--- config.mk ---
export PLATFORM = sky130hd
export DESIGN_NAME = regfile_march_bist
export DESIGN_NICKNAME = d
export VERILOG_FILES = /design/src/rtl/regfile_march_bist.sv
export SDC_FILE = /design/constraint.sdc
export NUM_CORES = 1
export LEC_CHECK = 0
export ABC_CLOCK_PERIOD_IN_PS = 7450
export CAP_MARGIN = 10
export CORE_MARGIN = 3
export CORE_UTILIZATION = 50
export CTS_BUF_LIST = sky130_fd_sc_hd__clkbuf_2
export DETAILED_ROUTE_END_ITERATION = 8
export PLACE_DENSITY = 0.88
export SKIP_CTS_REPAIR_TIMING = 1
export SLEW_MARGIN = 20
export SYNTH_ARGS = -nofsm -noshare
export SYNTH_HDL_FRONTEND = slang
export SYNTH_SLANG_ARGS = --single-unit
--- constraint.sdc ---
create_clock -name clk -period 7.45 [get_ports clk]
set_input_delay 1.49 -clock clk [delete_from_list [all_inputs] [get_ports clk]]
set_output_delay 1.49 -clock clk [all_outputs]
set_load 0.1 [all_outputs]
--- src/rtl/regfile_march_bist.sv ---
// rtl/regfile_march_bist.sv - March C- self-test controller for the 32x32 decode-stage register file
module regfile_march_bist #(
    parameter int                DATA_W     = 32,
    parameter int                ADDR_W     = 5,
    parameter int                FIRST_ADDR = 1,
    parameter int                LAST_ADDR  = 31,
    parameter logic [DATA_W-1:0] PATTERN    = '0
) (
    input  logic              clk,
    input  logic              rst,
    input  logic              bist_start,
    input  logic              bist_abort,
    output logic              bist_en,
    output logic              rf_we,
    output logic [ADDR_W-1:0] rf_wa,
    output logic [DATA_W-1:0] rf_wd,
    output logic [ADDR_W-1:0] rf_ra,
    input  logic [DATA_W-1:0] rf_rd,
    output logic              bist_busy,
    output logic              bist_done,
    output logic              bist_pass,
    output logic              bist_fail,
    output logic [ADDR_W-1:0] fail_addr,
    output logic [2:0]        fail_elem,
    output logic [DATA_W-1:0] fail_data,
    output logic [7:0]        err_count
);
    typedef enum logic [1:0] {IDLE, RUN, DONE} state_t;

    localparam logic [ADDR_W-1:0] FIRST_A = ADDR_W'(FIRST_ADDR);
    localparam logic [ADDR_W-1:0] LAST_A  = ADDR_W'(LAST_ADDR);
    localparam logic [ADDR_W-1:0] ONE_A   = ADDR_W'(1);

    state_t            state, state_nxt;
    logic [ADDR_W-1:0] addr, wa_hold, ra_hold;
    logic [2:0]        elem;
    logic              phase;     // 1 = write half of a read-write pair
    logic              pass_q;
    logic              op_rd, op_wr, desc, last_addr, step, miscmp;
    logic [DATA_W-1:0] rd_exp, wr_dat;

    always_comb begin
        state_nxt = state;
        op_wr     = 1'b0;
        op_rd     = 1'b0;
        desc      = (elem == 3'd3) || (elem == 3'd4);
        rd_exp    = ((elem == 3'd2) || (elem == 3'd4)) ? ~PATTERN : PATTERN;
        wr_dat    = ((elem == 3'd1) || (elem == 3'd3)) ? ~PATTERN : PATTERN;
        last_addr = desc ? (addr == FIRST_A) : (addr == LAST_A);
        if (state == RUN) begin
            // E0 is write-only, E5 read-only, E1..E4 alternate read then write
            op_wr = (elem == 3'd0) || ((elem != 3'd5) && phase);
            op_rd = !op_wr;
        end
        step   = op_wr || (op_rd && (elem == 3'd5));
        miscmp = op_rd && (rf_rd != rd_exp);
        case (state)
            IDLE: if (bist_start && !bist_abort) state_nxt = RUN;
            RUN: begin
                if (bist_abort)
                    state_nxt = IDLE;
                else if (step && last_addr && (elem == 3'd5))
                    state_nxt = DONE;
            end
            DONE:    state_nxt = IDLE;
            default: state_nxt = IDLE;
        endcase
    end

    assign bist_en   = (state == RUN);
    assign bist_busy = (state == RUN);
    assign bist_done = (state == DONE);
    assign bist_pass = (state == DONE) ? ~bist_fail : pass_q;
    assign rf_we     = op_wr;
    assign rf_wa     = op_wr ? addr : wa_hold;
    assign rf_ra     = op_rd ? addr : ra_hold;
    assign rf_wd     = op_wr ? wr_dat : '0;

    always_ff @(posedge clk) begin
        if (rst) begin
            state     <= IDLE;
            addr      <= '0;
            elem      <= '0;
            phase     <= 1'b0;
            wa_hold   <= '0;
            ra_hold   <= '0;
            pass_q    <= 1'b0;
            bist_fail <= 1'b0;
            fail_addr <= '0;
            fail_elem <= '0;
            fail_data <= '0;
            err_count <= '0;
        end else begin
            state <= state_nxt;
            if (op_wr) wa_hold <= addr;
            if (op_rd) ra_hold <= addr;
            case (state)
                IDLE: begin
                    if (state_nxt == RUN) begin
                        addr      <= FIRST_A;
                        elem      <= '0;
                        phase     <= 1'b0;
                        pass_q    <= 1'b0;
                        bist_fail <= 1'b0;
                        fail_addr <= '0;
                        fail_elem <= '0;
                        fail_data <= '0;
                        err_count <= '0;
                    end
                end
                RUN: begin
                    if (miscmp) begin
                        if (err_count != 8'hFF) err_count <= err_count + 8'd1;
                        if (!bist_fail) begin
                            bist_fail <= 1'b1;
                            fail_addr <= addr;
                            fail_elem <= elem;
                            fail_data <= rf_rd;
                        end
                    end
                    if (bist_abort) begin
                        pass_q <= 1'b0;
                    end else if (op_rd && (elem != 3'd5)) begin
                        phase <= 1'b1;
                    end else if (step) begin
                        phase <= 1'b0;
                        if (!last_addr)
                            addr <= desc ? addr - ONE_A : addr + ONE_A;
                        else if (elem != 3'd5) begin
                            // E3 and E4 run descending, so they start from the top
                            elem <= elem + 3'd1;
                            addr <= ((elem == 3'd2) || (elem == 3'd3)) ? LAST_A : FIRST_A;
                        end
                    end
                end
                DONE:    pass_q <= ~bist_fail;
                default: ;
            endcase
        end
    end
endmodule

==> results of run 1 <==
==> synthesized netlist by cell type (10+ instances only) <==
library cell / number / share of area, %
nor2b_1: 11 / 1.9
o21ai_1: 41 / 5.6
a21oi_1: 15 / 2.0
dfxtp_1: 71 / 39
ha_1: 10 / 3.4
nor4_1: 11 / 1.9
nand4_1: 12 / 2.0
nor2_1: 16 / 1.6
nand2_1: 57 / 5.8
nand3_1: 52 / 7.1
buf_6: 11 / 3.4
clkbuf_1: 11 / 1.1
buf_4: 35 / 7.1
==> kinds of logic after synthesis <==
| kind of cell | share of synthesized area [%] |
|---|---|
| XOR/XNOR | 0.476 |
| adder cells (fa/ha/maj) | 3.40 |
| flip-flops | 38.6 |
| multiplexers | 4.46 |
| AO/OA/AOI/OAI | 13.5 |
| AND/OR/NAND/NOR | 26.4 |
| buffers and inverters | 13.2 |
==> layout make-up <==
cell class / count / area [sq um] / area share (%)
Clock buffer: 10 / 50.0 / 1.02
Clock inverter: 6 / 109 / 2.23
Inverter: 11 / 41.3 / 0.845
Multi-Input combinational cell: 296 / 1790 / 36.7
Sequential cell: 71 / 1420 / 29.1
Tap cell: 96 / 120 / 2.46
Timing Repair Buffer: 135 / 1350 / 27.6
==> power groups by stage <==
stage                     Sequential, mW  Combinational, mW  Clock, mW
after floorplan                    0.390             0.0384          0
after global placement             0.391             0.0686          0
after detailed placement           0.391             0.0697          0
after CTS                          0.384             0.0701      0.288
after global routing               0.384             0.0747      0.304
final                              0.384             0.0706      0.281
==> through the flow <==
step | util (%) | worst slack, ns | hold WS (ns) | std cells
after global routing | 70.3 | 2.30 | 0.477 | 625
after CTS | 70.1 | 2.12 | 0.463 | 624
final | 70.3 | 2.46 | 0.460 | 625
after global placement | 67.8 | 2.95 | 0.435 | 608
after floorplan | - | 1.70 | 0.460 | 439
after detailed placement | 67.8 | 2.74 | 0.439 | 608
==> worst min-delay path, stage by stage (launching register included) <==
cell	delay, ns
dfxtp_1	0.35
nand2_1	0.05
o21ai_1	0.05
==> state kept, by name (all words and copies together), names as in the netlist <==
register   flops
elem           3
fail_data     32
pass_q         1
wa_hold        5
fail_addr      5
phase          1
bist_fail      1
err_count      8
fail_elem      3
addr           5
state          2
ra_hold        5
==> metal layers <==
layer	GRT usage, %	up-vias	share of wire [%]	wire, microns
li1	-	1683	-	-
met1	29.1	1545	43	4140
met2	38.1	123	49	4730
met3	4.27	13	6.3	610
met4	7.43	0	1.6	152
met5	0	-	0	0
==> path summary, 6_finish.rpt <==
check	slack, ns	to	start	cells after the start
max	2.46	rf_ra[1]	elem[0]$_SDFFE_PP0P_	6
min	0.46	fail_data[22]$_SDFFE_PP0P_	fail_data[22]$_SDFFE_PP0P_	2
min reg2reg	0.46	fail_data[22]$_SDFFE_PP0P_	fail_data[22]$_SDFFE_PP0P_	2
max reg2reg	4.29	addr[3]$_SDFFE_PP0P_	elem[0]$_SDFFE_PP0P_	8
==> results.md, run 1 <==
* Antenna diodes at 0
* Worst clock skew at 0.0306 ns
* Final GP Congestion at 0.873
* Most frequent cells in the layout: clkdlybuf4s50_1 (131), dfxtp_1 (71), nand2_1 (57), nand3_1 (52), o21ai_1 (41)
* Antenna violations before repair at 0
* Yosys reg bits at 71
* Most common cell after layout, fill and taps aside: clkdlybuf4s50_1
* Unrepaired setup endpoints after global routing: false
* Final setup vio count at 0
* Die area at 0.00842 sq mm
* Final worst-path cycle share at 67.0%
* Crit path DAT at 3.50 ns
* Pint at 554 uW
* Post-synth ARST share at 0%
* Total track usage at 22.6%
* Max Root-Sink Buffers at 2
* Top FF cell, synth: dfxtp_1
* Die H at 91.8 microns
* First-pass GRT wire length at 15.6 mm
* Yosys synthesis warning count at 0
* CTS tree: done
* DP Area at 0.00471 sq mm
* CP Class: reg -> out
* Cells after Synth at 439
* Reg power frac at 52.2%
* H-tree Lvls at 3
* Clock share of power at 38.2%
* Slew margin rel. at 32.2%
* Final WL at 9.63 mm
* Avg Cell Area, Syn at 8.38 sq um
* Max incr delay on CP at 1.13 ns
* Sw Share at 24.7%
* Initial DRC count at 191
* Via density at 5.38
* Final setup TNS at 0 ns
* First-pass DRT Iterations at 4
* Starting Density at 53.0%
* GR Overflow Total at 0
* Status: completed
* Final hold violations at 0
* Clk_lat worst skew at 0.50 ns
* Worst Setup Start Kind: flop
* Post-DR wirelength/cell at 15.4 microns
* Worst Setup End Kind: primary output
* DRC errors left at 0
* Die Wd at 91.8 microns
* Worst-path clk slew at 0.22 ns
* Worst path cell trace: inv_1 > ha_1 > a22oi_2 > and2_1 > mux2_2 > clkdlybuf4s50_1
* Slowest cell on the critical path: clkdlybuf4s50_1
* IO Port Bufs at 131
* Crit path time final at 4.99 ns
* Via count at 3,364
* Tot Pwr at 735 uW
* Hold Path Class: reg -> reg
* Number of max-cap violations at 0
* P&R area growth vs syn at 32.8%
* Unique masters post-synth at 51
* CTS Buf Count at 9
* Worst slew pin tran at 1.01 ns
* Largest net degree at the start of global routing at 81
* Site row count at 30
* # fillers at 554
* Sequential element share of the synthesized area at 38.6%
* Largest fanout on the critical path at 10
* Vias in the first global route at 3,101
* Layout cells sized above 1 at 8.88%
* CP delay by family, top: buffers and inverters
* Leakage power total at 1.75 nW
* Mapped cell area at 0.00368 sq mm
* Post-DP HPWL at 6.97 mm
* CP required at 5.96 ns
* Clock root cell: clkbuf_2
* Number of flops mapped to enable cells by yosys at 0
* # nets final at 570
* # IOs at 132
* Design area at 0.00488 sq mm
* Synth Net Count at 485
* Max Fclk at 200 MHz
* Max rail drop VDD at 144 uV
* Pwr per Cell Area at 151 mW/mm^2
* Logic pwr share at 9.6%
* Detail Route Antenna Nets at 0
* Sink Count at 71
* NetSw at 181 uW
* Core Box Area at 0.00694 sq mm
* Max-slew violations at 0
* CP bufs+invs at 2
(Power assumes the default switching activity.)
==> run 2: changes to the inputs <==
ABC_CLOCK_PERIOD_IN_PS = 4300   (was 7450)
CORE_UTILIZATION = 42   (was 50)
PLACE_DENSITY = 0.79   (was 0.88)
clock period = 4.3 ns   (was 7.45 ns; I/O delays follow)
==> run 2 against run 1 <==
Against the previous run:
- first-iteration DRC count is 40% lower
- highest routed layer unchanged
- critical path depth stayed put
- hold slack better by 0.00052 ns
- largest cell class unchanged
- flip-flop and latch count stayed put
- clock power is 13% higher
- sequential share of layout area is 0.93 points higher
- combinational power is 73% higher
- via count is 1.0% lower
- clock-buffer cell count is 1 lower
- critical endpoint is now rf_ra[2]
- utilization is 14 points lower
- die area is 18% higher
==> results.md, run 2 (synthesis gave the netlist of run 1 again) <==
* Status: completed
* Slowest cell on the critical path: and2_1
* CP required at 3.44 ns
* Hold Path Class: reg -> reg
* Max incr delay on CP at 0.49 ns
* Die Wd at 99.6 microns
* CTS tree: done
* Pint at 785 uW
* Inst Count DP at 620
* Final hold violations at 0
* DRC errors left at 0
* Die area at 0.00992 sq mm
* Max-slew violations at 0
* Unrepaired setup endpoints after global routing: false
* Crit path DAT at 2.81 ns
* CP delay by family, top: simple AND/OR/NAND/NOR gates
* Core Box Area at 0.00834 sq mm
* Hold wc startpoint: fail_data[29]$_SDFFE_PP0P_
* Via density at 5.24
* Post-DP HPWL at 6.70 mm
* DP Area at 0.00464 sq mm
* Cell depth of the worst min-delay path at 2
* Reg2reg path depth at 8
* Logic pwr share at 11.1%
* First-pass DRT Iterations at 4
* Worst clock skew at 0.0285 ns
* Reg with most FFs: fail_data
* Final worst-path cycle share at 85.5%
* Worst-path clk slew at 0.20 ns
* Cell Count, Final, Fillers Out at 636
* NetSw at 319 uW
* Min-Delay Endpoint: fail_data[29]$_SDFFE_PP0P_
* R2R setup slack at 1.03 ns
* Worst Setup End Kind: primary output
* Most frequent cells in the layout: clkdlybuf4s50_1 (88), dfxtp_1 (71), nand2_1 (57), nand3_1 (52), buf_4 (49)
* Total track usage at 17.9%
* GR Overflow Total at 0
* Slew margin rel. at 32.5%
* R2r startpoint: elem[0]$_SDFFE_PP0P_
* Final WL at 9.25 mm
* Antenna violations before repair at 0
* Max Root-Sink Buffers at 2
* Largest fanout on the critical path at 10
* Site row count at 33
* Design area at 0.00473 sq mm
* Worst slew pin tran at 1.01 ns
* Detail Route Antenna Nets at 0
* Initial DRC count at 115
* Leakage power total at 1.82 nW
* IO Port Bufs at 131
* Starting Density at 44.1%
* Sink Count at 71
* Post-layout util at 56.8%
* Largest net degree at the start of global routing at 58
* Vias in the first global route at 3,136
* # fillers at 756
* Final GP Congestion at 0.862
* Max Fclk at 272 MHz
* Number of max-cap violations at 0
* # IOs at 132
* Clk_lat worst skew at 0.50 ns
* Worst reg2reg endpoint: fail_data[23]$_SDFFE_PP0P_
* Clock root cell: clkbuf_2
* H-tree Lvls at 3
* Antenna diodes at 0
* Worst path cell trace: inv_1 > ha_1 > a22oi_2 > and2_1 > mux2_2 > buf_4
* CP bufs+invs at 2
* CTS Buf Count at 9
* Max rail drop VDD at 183 uV
* Largest registers: fail_data x32, err_count x8
* Worst Setup Start Kind: flop
* CP Class: reg -> out
* Reg power frac at 60.2%
* Most common cell after layout, fill and taps aside: clkdlybuf4s50_1
* Crit path time final at 3.67 ns
* P&R area growth vs syn at 28.7%
* Max reg flops at 32
* Post-DR wirelength/cell at 14.5 microns
* Die H at 99.6 microns
* Sw Share at 28.9%
* # nets final at 572
* Clock share of power at 28.7%
* Pwr per Cell Area at 233 mW/mm^2
* Layout cells sized above 1 at 17.3%
* Final setup vio count at 0
* First-pass GRT wire length at 14.6 mm
* Via count at 3,330
## run 2: worst max path at each step
stage / from / to / slack [ns] / cells past startpoint
finish: elem[0]$_SDFFE_PP0P_ / rf_ra[2] / 0.63 / 6
global route: elem[0]$_SDFFE_PP0P_ / rf_ra[1] / 0.41 / 6
detailed placement: rf_rd[27] / fail_data[23]$_SDFFE_PP0P_ / 0.85 / 8
CTS: elem[0]$_SDFFE_PP0P_ / rf_ra[2] / 0.55 / 6
global placement: rf_rd[27] / fail_data[29]$_SDFFE_PP0P_ / 0.88 / 8
floorplan: elem[0]$_SDFFE_PP0P_ / rf_wa[0] / -0.01 / 6
## run 2: area by class of cell
cell class                      instances  area [sq um]  area share, %
Inverter                               11          41.3          0.872
Clock inverter                          7          46.3          0.978
Multi-Input combinational cell        296          1800           38.0
Clock buffer                            9          45.0          0.952
Timing Repair Buffer                  137          1250           26.4
Tap cell                              105           131           2.78
Sequential cell                        71          1420           30.0
## run 2: per-layer routing
metal	track usage, %	up-vias	wire [microns]
li1	-	1679	-
met1	22.6	1525	4160
met2	29.3	110	4310
met3	5.26	16	604
met4	5.78	0	168
met5	0	-	0
## run 2: worst reg2reg max path, stage by stage (launching register included)
cell	delay (ns)
dfxtp_1	0.48
inv_1	0.16
ha_1	0.30
a22oi_2	0.24
and2_1	0.49
and4b_2	0.94
buf_4	0.39
nand3_1	0.12
o21ai_1	0.09
## run 2: power groups by stage
stage          Combinational, mW  Clock [mW]  Sequential (mW)
2_1_floorplan             0.0667           0            0.677
3_3_place_gp               0.120           0            0.678
3_5_place_dp               0.122           0            0.678
4_1_cts                    0.122       0.334            0.665
5_1_grt                    0.130       0.360            0.666
6_report                   0.122       0.317            0.665
## run 2: stage by stage
| stage | power [mW] | hold WS (ns) | TNS [ns] | worst slack (ns) |
|---|---|---|---|---|
| 3_3_place_gp | 0.798 | 0.436 | 0 | 0.883 |
| 4_1_cts | 1.12 | 0.464 | 0 | 0.551 |
| 6_report | 1.10 | 0.461 | 0 | 0.625 |
| 3_5_place_dp | 0.800 | 0.441 | 0 | 0.849 |
| 2_1_floorplan | 0.743 | 0.460 | -0.0202 | -0.0101 |
| 5_1_grt | 1.16 | 0.481 | 0 | 0.406 |
==> run 3: changes to the inputs <==
GPL_TIMING_DRIVEN = 1   (was not set)
==> results of run 3 <==
The final DEF is identical to that of run 2; final timing and power are the same.
